## config.mk

```make
export PLATFORM = sky130hd
export DESIGN_NAME = ir_err_calc_flat
export DESIGN_NICKNAME = d
export VERILOG_FILES = /design/src/rtl/ir_err_calc_pkg.sv /design/src/rtl/ir_err_calc_if.sv /design/src/rtl/ir_err_calc_period_timer.sv /design/src/rtl/ir_err_calc.sv /design/src/flat_wrapper.sv
export SDC_FILE = /design/constraint.sdc
export NUM_CORES = 1
export LEC_CHECK = 0
export CAP_MARGIN = 20
export CORE_MARGIN = 8
export CORE_UTILIZATION = 25
export CTS_CLUSTER_SIZE = 40
export DETAILED_ROUTE_END_ITERATION = 12
export GPL_ROUTABILITY_DRIVEN = 0
export SLEW_MARGIN = 0
export SYNTH_ARGS = -nofsm -noshare
export SYNTH_HDL_FRONTEND = slang
export SYNTH_HIERARCHICAL = 1
export SYNTH_SLANG_ARGS = --single-unit
```

## constraint.sdc

```tcl
create_clock -name clk -period 9.3 [get_ports clk]
set_input_delay 1.86 -clock clk [delete_from_list [all_inputs] [get_ports clk]]
set_output_delay 1.86 -clock clk [all_outputs]
set_load 0.01 [all_outputs]
```

## src/rtl/ir_err_calc_pkg.sv

```systemverilog
// Shared types and constants for the IR line-sensor error calculator.
package ir_pkg;

    localparam int RES_W  = 12;   // A2D result width
    localparam int ACC_W  = 18;   // signed weighted accumulator width
    localparam int ERR_W  = 16;   // saturated error width
    localparam int NUM_CH = 8;    // number of line sensors

    typedef enum logic [2:0] {
        IDLE,
        SETTLE,
        CNV,
        WAIT,
        DONE
    } state_t;

    // Channel weights: ch0 side positive, ch7 side negative.
    localparam logic signed [4:0] WEIGHT [NUM_CH] = '{
        5'sd8, 5'sd4, 5'sd2, 5'sd1, -5'sd1, -5'sd2, -5'sd4, -5'sd8
    };

    localparam logic signed [ACC_W-1:0] ERR_MAX = 18'sd32767;
    localparam logic signed [ACC_W-1:0] ERR_MIN = -18'sd32768;

    // Clamp the wide accumulator into the 16-bit signed error range.
    function automatic logic [ERR_W-1:0] sat_err(input logic signed [ACC_W-1:0] a);
        if (a > ERR_MAX) begin
            return 16'h7FFF;
        end else if (a < ERR_MIN) begin
            return 16'h8000;
        end else begin
            return a[ERR_W-1:0];
        end
    endfunction

endpackage

```

## src/rtl/ir_err_calc_if.sv

```systemverilog
// A2D handshake plus the error result bus consumed by the PID stage.
interface ir_err_calc_if;
    import ir_pkg::*;

    logic              strt_cnv;
    logic [2:0]        chnnl;
    logic              cnv_cmplt;
    logic [RES_W-1:0]  res;
    logic [ERR_W-1:0]  error;
    logic              err_vld;
    logic              line_present;

    // The error calculator drives conversion requests and the result.
    modport master (
        output strt_cnv, chnnl, error, err_vld, line_present,
        input  cnv_cmplt, res
    );

    // The A2D converter / result consumer side.
    modport slave (
        input  strt_cnv, chnnl, error, err_vld, line_present,
        output cnv_cmplt, res
    );
endinterface

```

## src/rtl/ir_err_calc_period_timer.sv

```systemverilog
// Free-running sample-period counter; tick marks the wrap back to 0.
module ir_period_timer #(
    parameter int PERIOD   = 50000,
    parameter bit FAST_SIM = 1'b0
) (
    input  logic clk,
    input  logic rst,
    input  logic en,
    output logic tick
);
    localparam int PER_EFF = FAST_SIM ? 2048 : PERIOD;
    localparam int CW      = $clog2(PER_EFF);
    localparam logic [CW-1:0] LAST = CW'(PER_EFF - 1);

    logic [CW-1:0] cnt_q, cnt_d;
    logic          tick_q, tick_d;

    // Next count: held at 0 while disabled, wraps at the end of the period.
    always_comb begin
        cnt_d  = '0;
        tick_d = 1'b0;
        if (en) begin
            if (cnt_q == LAST) begin
                cnt_d  = '0;
                tick_d = 1'b1;
            end else begin
                cnt_d = cnt_q + 1'b1;
            end
        end
    end

    // Counter and tick registers.
    always_ff @(posedge clk) begin
        if (rst) begin
            cnt_q  <= '0;
            tick_q <= 1'b0;
        end else begin
            cnt_q  <= cnt_d;
            tick_q <= tick_d;
        end
    end

    assign tick = tick_q;
endmodule

```

## src/rtl/ir_err_calc.sv

```systemverilog
// Sequences IR emitters and 8 A2D conversions, producing a weighted steering error.
module ir_err_calc
    import ir_pkg::*;
#(
    parameter bit          FAST_SIM   = 1'b0,
    parameter int          PERIOD     = 50000,
    parameter int          SETTLE_CYC = 1024,
    parameter logic [15:0] LINE_THRES = 16'h0400,
    parameter int          TIMEOUT    = 256
) (
    input  logic          clk,
    input  logic          rst,
    input  logic          en,
    ir_err_calc_if.master bus,
    output logic          IR_en,
    output logic          a2d_fault
);
    localparam int SETTLE_EFF = FAST_SIM ? 64 : SETTLE_CYC;
    localparam logic [15:0] SETTLE_LAST = 16'(SETTLE_EFF - 1);
    localparam logic [15:0] TMO_LAST    = 16'(TIMEOUT - 1);

    logic tick;

    ir_period_timer #(
        .PERIOD   (PERIOD),
        .FAST_SIM (FAST_SIM)
    ) u_timer (
        .clk  (clk),
        .rst  (rst),
        .en   (en),
        .tick (tick)
    );

    state_t                  state_q, state_d;
    logic [15:0]             settle_q, settle_d;
    logic [15:0]             tmo_q, tmo_d;
    logic [2:0]              idx_q, idx_d;
    logic signed [ACC_W-1:0] acc_q, acc_d;
    logic [15:0]             sum_q, sum_d;
    logic                    ir_en_q, ir_en_d;
    logic                    strt_q, strt_d;
    logic                    fault_q, fault_d;
    logic                    vld_q, vld_d;
    logic [ERR_W-1:0]        error_q, error_d;
    logic                    lp_q, lp_d;

    logic signed [ACC_W-1:0] w_ext, res_ext, prod;

    // Weighted contribution of the current channel's reading.
    always_comb begin
        w_ext   = ACC_W'(WEIGHT[idx_q]);
        res_ext = $signed(ACC_W'(bus.res));
        prod    = w_ext * res_ext;
    end

    // Sample-cycle sequencing; en low overrides everything, including a final cnv_cmplt.
    always_comb begin
        state_d  = state_q;
        settle_d = settle_q;
        tmo_d    = tmo_q;
        idx_d    = idx_q;
        acc_d    = acc_q;
        sum_d    = sum_q;
        ir_en_d  = ir_en_q;
        error_d  = error_q;
        lp_d     = lp_q;
        strt_d   = 1'b0;
        fault_d  = 1'b0;
        vld_d    = 1'b0;
        if (!en) begin
            state_d = IDLE;
            ir_en_d = 1'b0;
        end else begin
            case (state_q)
                IDLE: begin
                    if (tick) begin
                        acc_d    = '0;
                        sum_d    = '0;
                        idx_d    = '0;
                        settle_d = '0;
                        ir_en_d  = 1'b1;
                        state_d  = SETTLE;
                    end
                end
                SETTLE: begin
                    if (settle_q == SETTLE_LAST) begin
                        strt_d  = 1'b1;
                        state_d = CNV;
                    end else begin
                        settle_d = settle_q + 16'd1;
                    end
                end
                CNV: begin
                    tmo_d   = '0;
                    state_d = WAIT;
                end
                WAIT: begin
                    if (bus.cnv_cmplt) begin
                        acc_d = acc_q + prod;
                        sum_d = sum_q + 16'(bus.res);
                        if (idx_q == 3'd7) begin
                            ir_en_d = 1'b0;
                            state_d = DONE;
                        end else begin
                            idx_d   = idx_q + 3'd1;
                            strt_d  = 1'b1;
                            state_d = CNV;
                        end
                    end else if (tmo_q == TMO_LAST) begin
                        fault_d = 1'b1;
                        ir_en_d = 1'b0;
                        state_d = IDLE;
                    end else begin
                        tmo_d = tmo_q + 16'd1;
                    end
                end
                DONE: begin
                    error_d = sat_err(acc_q);
                    lp_d    = (sum_q > LINE_THRES);
                    vld_d   = 1'b1;
                    state_d = IDLE;
                end
                default: state_d = IDLE;
            endcase
        end
    end

    // State and registered outputs.
    always_ff @(posedge clk) begin
        if (rst) begin
            state_q  <= IDLE;
            settle_q <= '0;
            tmo_q    <= '0;
            idx_q    <= '0;
            acc_q    <= '0;
            sum_q    <= '0;
            ir_en_q  <= 1'b0;
            strt_q   <= 1'b0;
            fault_q  <= 1'b0;
            vld_q    <= 1'b0;
            error_q  <= '0;
            lp_q     <= 1'b0;
        end else begin
            state_q  <= state_d;
            settle_q <= settle_d;
            tmo_q    <= tmo_d;
            idx_q    <= idx_d;
            acc_q    <= acc_d;
            sum_q    <= sum_d;
            ir_en_q  <= ir_en_d;
            strt_q   <= strt_d;
            fault_q  <= fault_d;
            vld_q    <= vld_d;
            error_q  <= error_d;
            lp_q     <= lp_d;
        end
    end

    assign bus.strt_cnv     = strt_q;
    assign bus.chnnl        = idx_q;
    assign bus.error        = error_q;
    assign bus.err_vld      = vld_q;
    assign bus.line_present = lp_q;
    assign IR_en            = ir_en_q;
    assign a2d_fault        = fault_q;
endmodule

```

## src/flat_wrapper.sv

```systemverilog
// flat-port wrapper written by rule: the top's interface ports become plain ports
module ir_err_calc_flat import ir_pkg::*;
#(
    parameter bit          FAST_SIM   = 1'b0,
    parameter int          PERIOD     = 50000,
    parameter int          SETTLE_CYC = 1024,
    parameter logic [15:0] LINE_THRES = 16'h0400,
    parameter int          TIMEOUT    = 256
)
  (clk, rst, en, IR_en, a2d_fault, bus_strt_cnv, bus_chnnl, bus_error, bus_err_vld, bus_line_present, bus_cnv_cmplt, bus_res);
  ir_err_calc_if bus_i ();
  input  logic clk;
  input  logic rst;
  input  logic en;
  output logic IR_en;
  output logic a2d_fault;
  output wire logic [$bits(bus_i.strt_cnv)-1:0] bus_strt_cnv;
  output wire logic [$bits(bus_i.chnnl)-1:0] bus_chnnl;
  output wire logic [$bits(bus_i.error)-1:0] bus_error;
  output wire logic [$bits(bus_i.err_vld)-1:0] bus_err_vld;
  output wire logic [$bits(bus_i.line_present)-1:0] bus_line_present;
  input wire logic [$bits(bus_i.cnv_cmplt)-1:0] bus_cnv_cmplt;
  input wire logic [$bits(bus_i.res)-1:0] bus_res;
  assign bus_strt_cnv = bus_i.strt_cnv;
  assign bus_chnnl = bus_i.chnnl;
  assign bus_error = bus_i.error;
  assign bus_err_vld = bus_i.err_vld;
  assign bus_line_present = bus_i.line_present;
  assign bus_i.cnv_cmplt = bus_cnv_cmplt;
  assign bus_i.res = bus_res;
  ir_err_calc #(.FAST_SIM(FAST_SIM), .PERIOD(PERIOD), .SETTLE_CYC(SETTLE_CYC), .LINE_THRES(LINE_THRES), .TIMEOUT(TIMEOUT)) u_core (.clk(clk), .rst(rst), .en(en), .bus(bus_i), .IR_en(IR_en), .a2d_fault(a2d_fault));
endmodule
```

### Word level (Yosys, flattened, before mapping)

Memory sizes are Yosys's and may differ from the RTL's.
Index checks and enable logic that the tools add are counted.
Widths: inputs -> output; s select.

| cells by class | value |
|---|---|
| $add $sub $neg | 6 |
| $mul | 1 |
| div/mod/pow operators | 0 |
| $lt $le $gt $ge | 4 |
| equality and inequality tests | 17 |
| shifts and indexed selects | 0 |
| multiplexer cells | 37 |
| bitwise logic cells | 3 |
| reduce and logical (&&, ||, !) cells | 14 |

Operators with widths:

| kind | count |
|---|---|
| $mux 16 | 7 |
| $pmux 16 s2 | 3 |
| $add 16x1->16 const B | 3 |
| $mux 18 | 2 |
| $pmux 18 s2 | 1 |
| $mux 3 | 8 |
| $add 18x18->18 | 1 |
| $gt 18x16->1 const B | 1 |
| $lt 18x16->1 const B | 1 |
| $mul 5x13->18 | 1 |
| $add 16x12->16 | 1 |
| $eq 16x10->1 const B | 1 |
| $eq 16x16->1 const B | 1 |
| $eq 16x8->1 const B | 1 |
| $gt 16x11->1 const B | 1 |
| $reduce_and 4->1 | 4 |
| $ne 2x2->1 const B | 6 |
| $pmux 3 s4 | 1 |
| $mux 1 | 10 |
| $mux 5 | 2 |
| $eq 3x2->1 const B | 2 |
| $eq 3x3->1 const B | 2 |
| $ne 3x2->1 const B | 2 |
| $pmux 3 s2 | 1 |
| other kinds (15) | 19 |

| storage, ports and cells | value |
|---|---|
| flip-flop bits (word level) | 110 |
| bits in latches | 0 |
| bits in writable memories | 0 |
| memory bits (read-only) | 40 |
| bits of input ports | 16 |
| output and inout port bits | 24 |
| logic and storage cells | 97 |
| memories | 1 |

Memories:

| name | depth | bits a word | rd ports | clocked after memory_dff | write ports | line | RTL |
|---|---|---|---|---|---|---|---|
| (no name shown) | 8 | 5 | 1 | 0 | 0 | ir_err_calc.sv:51 | `w_ext = ACC_W'(WEIGHT[idx_q]);` |

### Logic depth before layout (Yosys ltp)

Gate-level depths: netlist of run 1.

| logic depth | value |
|---|---|
| depth in word-level cells | 8 |
| mapped depth | 20 |
| gate-level depth less buffers | 19 |

### Modules after synthesis

Netlist of run 1, hierarchy kept.

Modules (own cells, without submodules):

| module | times used | cells each | area each (µm²) |
|---|---|---|---|
| ir_err_calc | 1 | 800 | 6776.5 |
| ir_period_timer | 1 | 83 | 848.3 |

### Worst setup path before layout of run 1

OpenSTA, ideal clock, no wires.

| timing path | value |
|---|---|
| path kind | input to register |
| start point | in bus_res[0] |
| end point | reg u_core.acc_q[13] |
| library setup time | 117 ps |
| data arrival time | 5713 ps |
| data required time | 9183 ps |
| path slack | 3470 ps |
| stages | 14 |
| buffers on the path | 0 |
| cell sequence | nand2b_1 -> fa_1 -> fa_1 -> inv_1 -> fa_1 -> inv_1 -> fa_1 -> fa_1 -> nand2b_1 -> a311oi_1 -> o21ai_0 -> a21boi_0 -> o21ai_0 -> a32o_1 |

| on the way | value |
|---|---|
| longest elaborated chain between the ends | 4 |

RTL lines:

| element | line | RTL |
|---|---|---|
| start: declaration | flat_wrapper.sv:23 | `input wire logic [$bits(bus_i.res)-1:0] bus_res;` |
| $mul 5x13->18 | ir_err_calc.sv:53 | `prod = w_ext * res_ext;` |
| $add 18x18->18 | ir_err_calc.sv:99 | `acc_d = acc_q + prod;` |
| $mux 18 | ir_err_calc.sv:98 | `if (bus.cnv_cmplt) begin` |
| $pmux 18 s2 | ir_err_calc.sv:74 | `case (state_q)` |
| end signal: assignment | ir_err_calc.sv:135 | `acc_q <= '0;` |
| end signal: assignment | ir_err_calc.sv:148 | `acc_q <= acc_d;` |
| end: declaration | ir_err_calc.sv:38 | `logic signed [ACC_W-1:0] acc_q, acc_d;` |

Every way passes these cells. The select of a mux whose other input is x is not followed.
A chain may end at the register's enable or synchronous reset.

### Worst setup path in the final report of run 1

| timing path | value |
|---|---|
| start point | in bus_res[1] |
| end point | reg u_core.acc_q[13] |

The elaborated chain is that of the path after synthesis.

==> flow_summary.yaml, run 1 <==
global_routing:
  grt_usage_pct: 10.57
  grt_pass1_vias: 6112
  antenna_found_initial: 0
  grt_pass1_wl_um: 31260
  overflow: 0
  grt_max_degree: 50
synth:
  syn_inst: 883
  ys_types: 61
  synth_ff_type: "dfxtp_1"
  synth_nets: 1005
  synth-seq-cells: 110
  synth_seq_area_share_pct: 28.88
  ys_warn_count: 6
  synth_edf_count: 0
  avgSynthCellArea_um2: 8.635
  synth_area_um2: 7625
  ys_async_sr_fraction_pct: 0
worst_setup_path:
  critPathArrivalTime_ns: 6.74
  critical_path_class: "in -> reg"
  crit_path_end_kind: "flip-flop"
  worstSetupStartpointType: "input pin"
  required_ns: 9.56
  cp_max_fo: 7
timing:
  hold_viol_final: 0
  rsz0062_at_grt: "false"
  setup_violations: 0
  post-route-period-util_pct: 69.71
  finalClockSkew_ns: 0.008346
  tns_ns: 0
  drv_slew: 0
  slew_headroom_pct: 24.67
  period_needed_ns: 6.483
  worst_pin_slew_ns: 1.126
  fmax_mhz: 154.3
cts:
  cts_root_buf: "clkbuf_16"
  htreeDepth: 3
  cts.sinks: 110
  clkTransAtPathRegs_ns: 0.08
  cts_tree: "yes"
  ctsHoldBuffers: 0
  numCtsBuffers: 9
  post_cts_resized: 0
  cts.path.max_buffers: 2
  clock_latency_ns: 0.36
  post-cts-setup-buffer-count: 0
power_and_ir_drop:
  switching_share_pct: 25.70
  cellPowerDensity_nw_per_um2: 104.9
  p_int_mw: 0.6795
  pwr-share-seq_pct: 51.5
  p_leak_nw: 3.407
  pwr-share-comb_pct: 6.0
  p_sw_mw: 0.2350
  clock_power_share_pct: 42.5
  irDropWorstVdd_mv: 0.08184
drt:
  wl_per_cell_um: 14.24
  vias: 6156
  via_per_inst: 4.692
  dr.pass1.iters: 5
  ant_nets: 0
  wl_um: 18690
  drcViolationCount: 0
  drt_iter0_drc: 380
cells_and_area:
  drive_gt1_share_pct: 5.459
  fillCellCount: 3200
  final_common_cell: "dfxtp_1"
  area_growth_pct: 14.37
  layout.cells.non_filler: 1312
  seq_area_um2: 2202
  final_cell_mix: "dfxtp_1, nor2_1, nand2_1"
  final_nets: 1033
  multi_input_area_um2: 5054
  diodes: 0
floorplan:
  fp-row-count: 64
  start_util_pct: 25.12
  core_area_um2: 30350
  dieArea_um2: 36340
  die_y_um: 190.6
  pin_count: 40
  dieWidth_um: 190.6
place:
  dpl.cell_count: 1295
  hpwlAfterDp_um: 13680
  numPortBuffers: 39
flow_run:
  max_cap_violations: 0
status:
  outcome: "complete, no violations"
worst_hold_path:
  hold_class: "reg -> reg"
[per-stage QoR]
| step | util [%] | setup WS [ns] | total power [mW] | hold WS, ns | area (um^2) |
|---|---|---|---|---|---|
| finish | 28.74 | 2.817 | 0.9145 | 0.4540 | 8721 |
| detailed placement | 27.75 | 2.463 | 0.5372 | 0.4465 | 8422 |
| floorplan | - | 3.470 | 0.5174 | 0.4416 | 7625 |
| CTS | 28.70 | 2.829 | 0.9279 | 0.4577 | 8710 |
| global route | 28.74 | 2.506 | 0.9544 | 0.4795 | 8721 |
| global placement | 27.73 | 2.547 | 0.5364 | 0.4418 | 8414 |
[synth_stat cells, types with 3 or more instances]
cell type | number | share of area (%)
a211oi_1 | 6 | 0.59
o21ai_0 | 45 | 3.0
xor2_1 | 21 | 2.4
and2_1 | 27 | 2.2
nor3_1 | 19 | 1.2
a21boi_0 | 3 | 0.30
o211ai_1 | 3 | 0.30
xnor2_1 | 42 | 4.8
and3_1 | 10 | 0.82
and4_1 | 5 | 0.57
nand4_1 | 15 | 1.2
a21o_1 | 10 | 0.98
mux2_2 | 4 | 0.59
nand3_1 | 30 | 2.0
a22oi_1 | 8 | 0.79
a2111oi_0 | 5 | 0.57
nor2_2 | 10 | 0.82
fa_1 | 47 | 12
nor4b_1 | 3 | 0.34
or3_1 | 8 | 0.66
or4_1 | 3 | 0.30
nor2_1 | 87 | 4.3
clkbuf_1 | 25 | 1.2
nand2_1 | 82 | 4.0
dfxtp_1 | 110 | 29
inv_1 | 61 | 3.0
ha_1 | 59 | 9.7
nor2b_1 | 12 | 0.98
nor4_2 | 5 | 0.82
a31oi_1 | 6 | 0.49
a21oi_1 | 59 | 3.9
nand2b_1 | 11 | 0.90
[power groups by stage]
stage	clock, mW	sequential [mW]	combinational [mW]
after CTS	0.401	0.471	0.0551
after global routing	0.421	0.472	0.0621
after global placement	0	0.482	0.0539
final	0.388	0.471	0.0548
after floorplan	0	0.482	0.0350
after detailed placement	0	0.482	0.0547
[critical path, stage by stage]
cell and delay (ns):
clkdlybuf4s50_1 0.64, o21ai_0 0.19, fa_1 0.52, fa_1 0.55
inv_1 0.06, fa_1 0.53, inv_1 0.05, fa_1 0.51
fa_1 0.46, nand2b_1 0.21, a311oi_1 0.38, o21ai_0 0.18
a21boi_0 0.25, o21ai_0 0.10, a32o_1 0.26
[cell type report]
type                       instances  area share [%]
multi-input combinational        681           57.95
tap                              396           5.681
timing repair buffer              47           5.151
inverter                          62           2.669
clock inverter                     6          0.6743
clock buffer                      10           2.626
sequential                       110           25.25
[layer usage]
metal	wire (um)	GRT usage, %	vias up
li1	-	-	3076
met1	8791	13.68	2952
met2	8623	17.18	113
met3	1058	2.725	15
met4	214	2.864	0
met5	0	0	-
[worst paths after layout]
kind                            start             endpoint  slack [ns]  cells past startpoint
setup / recovery           bus_res[1]     u_core/acc_q[13]        2.82                     15
hold / removal    u_core/bus.error[2]  u_core/bus.error[2]        0.45                      2
setup reg to reg  u_core/bus.chnnl[0]     u_core/acc_q[16]        3.58                     17
hold reg to reg   u_core/bus.error[2]  u_core/bus.error[2]        0.45                      2
[flip-flops by register name, summed over array words and instances (netlist names)]
name	count
u_core/acc_q	18
u_core/bus.error	16
u_core/settle_q	16
u_core/sum_q	16
u_core/tmo_q	16
u_core/u_timer/cnt_q	16
u_core/bus.chnnl	3
u_core/state_q	3
u_core/IR_en	1
u_core/a2d_fault	1
u_core/bus.err_vld	1
u_core/bus.line_present	1
u_core/bus.strt_cnv	1
u_core/u_timer/tick	1
[kinds of logic (layout without fill, tap and decap cells)]
| logic type | count (synthesis) | in the layout | synth area share, % |
|---|---|---|---|
| compound gates | 163 | 163 | 12.87 |
| xor+xnor | 63 | 63 | 7.237 |
| fa+ha+maj | 106 | 106 | 22.02 |
| buf+inv | 92 | 125 | 4.841 |
| flops | 110 | 110 | 28.88 |
| mux | 5 | 5 | 0.7220 |
| simple gates | 344 | 344 | 23.43 |
Power figures use the tool's default switching activity.
==> run 2, diff against run 1 <==
==> constraint.sdc (replaced) <==
create_clock -name clk -period 6.6 [get_ports clk]
set_input_delay 1.32 -clock clk [delete_from_list [all_inputs] [get_ports clk]]
set_output_delay 1.32 -clock clk [all_outputs]
set_load 0.01 [all_outputs]
==> run 2 against run 1 <==
Against the previous run: critical endpoint unchanged; cell count grew 0.23%; register-to-register slack lost 2.4 ns; count of clock-buffer cells in the layout down 1; critical path depth unchanged; non-clock buffer count grew 3; total power is 43% higher; sequential power is 41% higher; largest cell class unchanged; combinational power up 43%.
==> flow_summary.yaml, run 2 (synthesized netlist as in run 1, its figures left out) <==
power_and_ir_drop:
  irDropWorstVdd_mv: 0.1514
  cellPowerDensity_nw_per_um2: 149.5
  p_leak_nw: 3.432
worst_setup_path:
  critPathArrivalTime_ns: 5.99
  cp_max_fo: 3
  critical_path_class: "in -> reg"
  required_ns: 6.86
  crit_path_end_kind: "flip-flop"
  worstSetupStartpointType: "input pin"
floorplan:
  dieArea_um2: 36340
  start_util_pct: 25.12
  die_y_um: 190.6
  fp-row-count: 64
  dieWidth_um: 190.6
  core_area_um2: 30350
  pin_count: 40
cts:
  cts.sinks: 110
  cts_tree: "yes"
  numCtsBuffers: 9
  post_cts_resized: 0
  clkTransAtPathRegs_ns: 0.08
  ctsHoldBuffers: 0
  cts.path.max_buffers: 2
  htreeDepth: 3
  cts_root_buf: "clkbuf_16"
  clock_latency_ns: 0.37
  post-cts-setup-buffer-count: 0
flow_run:
  max_cap_violations: 0
global_routing:
  grt_max_degree: 50
  overflow: 0
  grt_pass1_wl_um: 30620
  grt_pass1_vias: 6031
  grt_usage_pct: 10.33
  antenna_found_initial: 0
cells_and_area:
  final_util_pct: 28.87
  fillCellCount: 3199
  largest_reg_flops: 18
  drive_gt1_share_pct: 5.876
  final_cell_mix: "dfxtp_1, nor2_1, nand2_1"
  diodes: 0
  regMostFlops: "u_core/acc_q"
  final_common_cell: "dfxtp_1"
  seq_area_um2: 2202
  area_growth_pct: 14.92
  final_nets: 1036
  multi_input_area_um2: 5054
timing:
  slew_headroom_pct: 27.86
  finalClockSkew_ns: 0.01269
  setup_slack_ns: 0.8683
  setup_violations: 0
  period_needed_ns: 5.732
  tns_ns: 0
  rsz0062_at_grt: "false"
  drv_slew: 0
  hold_viol_final: 0
  fmax_mhz: 174.5
  timing.hold.ws_ns: 0.4523
  worst_pin_slew_ns: 1.078
  post-route-period-util_pct: 86.84
place:
  numPortBuffers: 39
  dp_slack_ns: 0.5061
  hpwlAfterDp_um: 13760
drt:
  drt_iter0_drc: 360
  wl_per_cell_um: 13.94
  dr.pass1.iters: 5
  drcViolationCount: 0
  ant_nets: 0
  wl_um: 18330
  via_per_inst: 4.692
  vias: 6170
status:
  outcome: "complete, no violations"
worst_hold_path:
  hold_class: "reg -> reg"
## run 2: power by group
part / switching [mW] / leakage [nW] / total [mW] / internal (mW)
clock: 0.293 / 0.151 / 0.567 / 0.275
sequential: 0.000668 / 0.886 / 0.664 / 0.663
combinational: 0.0478 / 2.40 / 0.0784 / 0.0306
## run 2: layout make-up
type | count | area share, %
multi-input cells | 681 | 57.68
flip-flops and latches | 110 | 25.13
well taps | 396 | 5.655
repair buffers | 50 | 5.383
inverters | 62 | 2.656
clock buffers | 9 | 2.570
clock inverters | 7 | 0.9282
## run 2: worst paths after layout
| kind | start | endpoint | slack, ns | depth (start not counted) |
|---|---|---|---|---|
| max | bus_res[0] | u_core/acc_q[13] | 0.87 | 15 |
| min | u_core/bus.error[2] | u_core/bus.error[2] | 0.45 | 2 |
| max reg2reg | u_core/bus.chnnl[0] | u_core/acc_q[13] | 1.18 | 17 |
| min reg2reg | u_core/bus.error[2] | u_core/bus.error[2] | 0.45 | 2 |
## run 2: worst max-delay path, stage by stage
cell and delay, ns:
clkdlybuf4s50_1 0.46, nand2b_1 0.19, fa_1 0.51, fa_1 0.54, inv_1 0.05, fa_1 0.52
inv_1 0.05, fa_1 0.52, fa_1 0.47, nand2b_1 0.20, a311oi_1 0.38, o21ai_0 0.16
a21boi_0 0.23, o21ai_0 0.11, a32o_1 0.26
## run 2: metrics by stage
step	total power, mW	instances	cell area (um^2)
2_1_floorplan	0.7291	883	7625
3_3_place_gp	0.7573	1296	8429
3_5_place_dp	0.7584	1298	8448
4_1_cts	1.328	1314	8755
5_1_grt	1.372	1315	8762
6_report	1.310	1315	8762
## run 2: routing by layer
layer / global-route usage, % / routed length, um / vias to the layer above
li1: - / - / 3085
met1: 13.55 / 8697 / 2963
met2: 16.29 / 8299 / 104
met3: 2.451 / 1006 / 18
met4: 3.729 / 325 / 0
met5: 0 / 0 / -
==> run 3, diff against run 2 <==
--- a/config.mk
+++ b/config.mk
@@ -7,12 +7,14 @@
 export LEC_CHECK = 0
 export CAP_MARGIN = 20
 export CORE_MARGIN = 8
-export CORE_UTILIZATION = 25
+export CORE_UTILIZATION = 61
 export CTS_CLUSTER_SIZE = 40
 export DETAILED_ROUTE_END_ITERATION = 12
 export GPL_ROUTABILITY_DRIVEN = 0
+export PLACE_DENSITY = 0.81
 export SLEW_MARGIN = 0
 export SYNTH_ARGS = -nofsm -noshare
 export SYNTH_HDL_FRONTEND = slang
 export SYNTH_HIERARCHICAL = 1
 export SYNTH_SLANG_ARGS = --single-unit
+export TNS_END_PERCENT = 5
==> run 3 against run 2 <==
Against the previous run: sequential share of layout area increased by 0.95 points; clock power decreased by 6.0%; die area fell by 55%; combinational power down 1%; non-clock buffer count down 2; flip-flop and latch count did not move; count of clock-buffer cells in the layout increased by 2; hold slack got worse by 0.00056 ns; largest cell class unchanged; highest routed layer unchanged.
==> flow_summary.yaml, run 3 (synthesized netlist as in run 1, its figures left out) <==
status:
  outcome: "complete, no violations"
global_routing:
  grt_pass1_vias: 6282
  grt_usage_pct: 22.79
  grt_max_degree: 50
  overflow: 0
  grt_pass1_wl_um: 30390
  antenna_found_initial: 0
power_and_ir_drop:
  clock_power_share_pct: 41.8
  irDropWorstVdd_mv: 0.1219
  switching_share_pct: 24.31
  cellPowerDensity_nw_per_um2: 150.9
  p_int_mw: 0.9646
  pwr-share-comb_pct: 6.1
  p_leak_nw: 3.410
  p_sw_mw: 0.3098
  pwr-share-seq_pct: 52.1
cells_and_area:
  regMostFlops: "u_core/acc_q"
  area_growth_pct: 10.73
  layout.cells.non_filler: 1089
  drive_gt1_share_pct: 5.562
  largest_reg_flops: 18
  final_common_cell: "dfxtp_1"
  diodes: 0
  final_util_pct: 68.01
  final_cell_mix: "dfxtp_1, nor2_1, nand2_1"
  final_nets: 1034
floorplan:
  dieArea_um2: 16330
  fp-row-count: 41
  start_util_pct: 61.42
  core_area_um2: 12410
  die_y_um: 127.8
  dieWidth_um: 127.8
  pin_count: 40
worst_setup_path:
  cp-endpoint: "u_core/acc_q[14]"
  cp_max_fo: 7
  worstSetupStartpointType: "input pin"
  required_ns: 6.83
  r2r_end: "u_core/acc_q[14]"
  critPathMaxStageDelay_ns: 0.62
  crit_path_start: "bus_res[1]"
  crit_path_end_kind: "flip-flop"
  timing.rr.start: "u_core/bus.chnnl[0]"
  crit_top_cell: "fa_1"
  worstPathCellList: "clkdlybuf4s50_1 > o21ai_0 > fa_1 > fa_1 > inv_1 > fa_1 > inv_1 > fa_1 > inv_1 > ha_1 > a211oi_1 > o211ai_1 > a21boi_0 > a21oi_1 > xnor2_1 > o21ai_0"
  critical_path_class: "in -> reg"
  r2r_setup_slack_ns: 1.16
  critPathArrivalTime_ns: 6.14
  ff2ff_path_depth: 18
  crit_slowest_cell: "clkdlybuf4s50_1"
drt:
  drt_iter0_drc: 629
  ant_nets: 0
  dr.pass1.iters: 5
  via_per_inst: 5.791
  wl_met2_um: 8204
  m1WireLength_um: 8236
  vias: 6306
  wl_per_cell_um: 16.12
  drcViolationCount: 0
  wl_um: 17560
  top_layer: "met4"
  wl_met3_um: 840
timing:
  drv_slew: 0
  period_needed_ns: 5.916
  worst_pin_slew_ns: 1.083
  hold_viol_final: 0
  slew_headroom_pct: 27.55
  rsz0062_at_grt: "false"
  finalClockSkew_ns: 0.006155
  tns_ns: 0
  fmax_mhz: 169.0
  setup_violations: 0
  post-route-period-util_pct: 89.63
  timing.hold.ws_ns: 0.4518
cts:
  clock_latency_ns: 0.35
  numCtsBuffers: 9
  cts_tree: "yes"
  cts.path.max_buffers: 2
  ctsHoldBuffers: 0
  cts.sinks: 110
  cts_root_buf: "clkbuf_16"
  htreeDepth: 3
  post_cts_resized: 0
  post-cts-setup-buffer-count: 0
  clkTransAtPathRegs_ns: 0.07
place:
  hpwlAfterDp_um: 12850
  dpl.cell_count: 1072
  numPortBuffers: 39
flow_run:
  max_cap_violations: 0
worst_hold_path:
  hold_class: "reg -> reg"
run 3: cell count changes in the layout (fill, tap and decap cells not counted):
cell,previous run,this run
clkinv_8,1,0
clkinv_2,0,1
clkbuf_8,0,1
inv_8,2,0
clkinv_4,0,1
inv_12,1,0
buf_4,10,8
clkbuf_1,0,1
run 3: worst min path at each step:
stage | slack, ns | from | end | depth (start not counted)
floorplan | 0.44 | u_core/acc_q[14] | u_core/acc_q[14] | 2
CTS | 0.45 | u_core/bus.error[3] | u_core/bus.error[3] | 2
global route | 0.48 | u_core/bus.error[5] | u_core/bus.error[5] | 2
global placement | 0.44 | u_core/bus.error[4] | u_core/bus.error[4] | 2
detailed placement | 0.44 | u_core/bus.error[3] | u_core/bus.error[3] | 2
finish | 0.45 | u_core/bus.error[0] | u_core/bus.error[0] | 2
run 3: metal layers:
layer / global-route usage (%) / up-vias
li1: - / 3082
met1: 29.98 / 3038
met2: 37.52 / 161
met3: 3.619 / 25
met4: 7.063 / 0
met5: 0 / -
run 3: layout make-up:
class | instances | area, um^2
Clock buffer | 11 | 242.7
Tap cell | 172 | 215.2
Timing Repair Buffer | 48 | 456.7
Inverter | 62 | 232.7
Fill cell | 1035 | 3971
Multi-Input combinational cell | 681 | 5054
Clock inverter | 5 | 40.04
Sequential cell | 110 | 2202
run 3: worst max-delay path, delay by kind of cell:
kind	cells	cell delay (ns)
buffers and inverters	4	0.79
xor gates and xnor gates	1	0.15
AOI/OAI and AO/OA	6	1.39
adders and majority gates	5	2.48
run 3: power groups by stage:
stage	logic (mW)	registers [mW]	clock network, mW
2_1_floorplan	0.0493	0.680	0
3_3_place_gp	0.0746	0.680	0
3_5_place_dp	0.0764	0.680	0
4_1_cts	0.0773	0.664	0.543
5_1_grt	0.0865	0.664	0.570
6_report	0.0773	0.664	0.533
run 3: metrics by stage:
stage	power, mW	setup WS, ns	area, um^2
2_1_floorplan	0.7291	1.310	7625
3_3_place_gp	0.7545	0.4903	8149
3_5_place_dp	0.7563	0.3720	8149
4_1_cts	1.285	0.6989	8432
5_1_grt	1.321	0.2771	8443
6_report	1.274	0.6841	8443
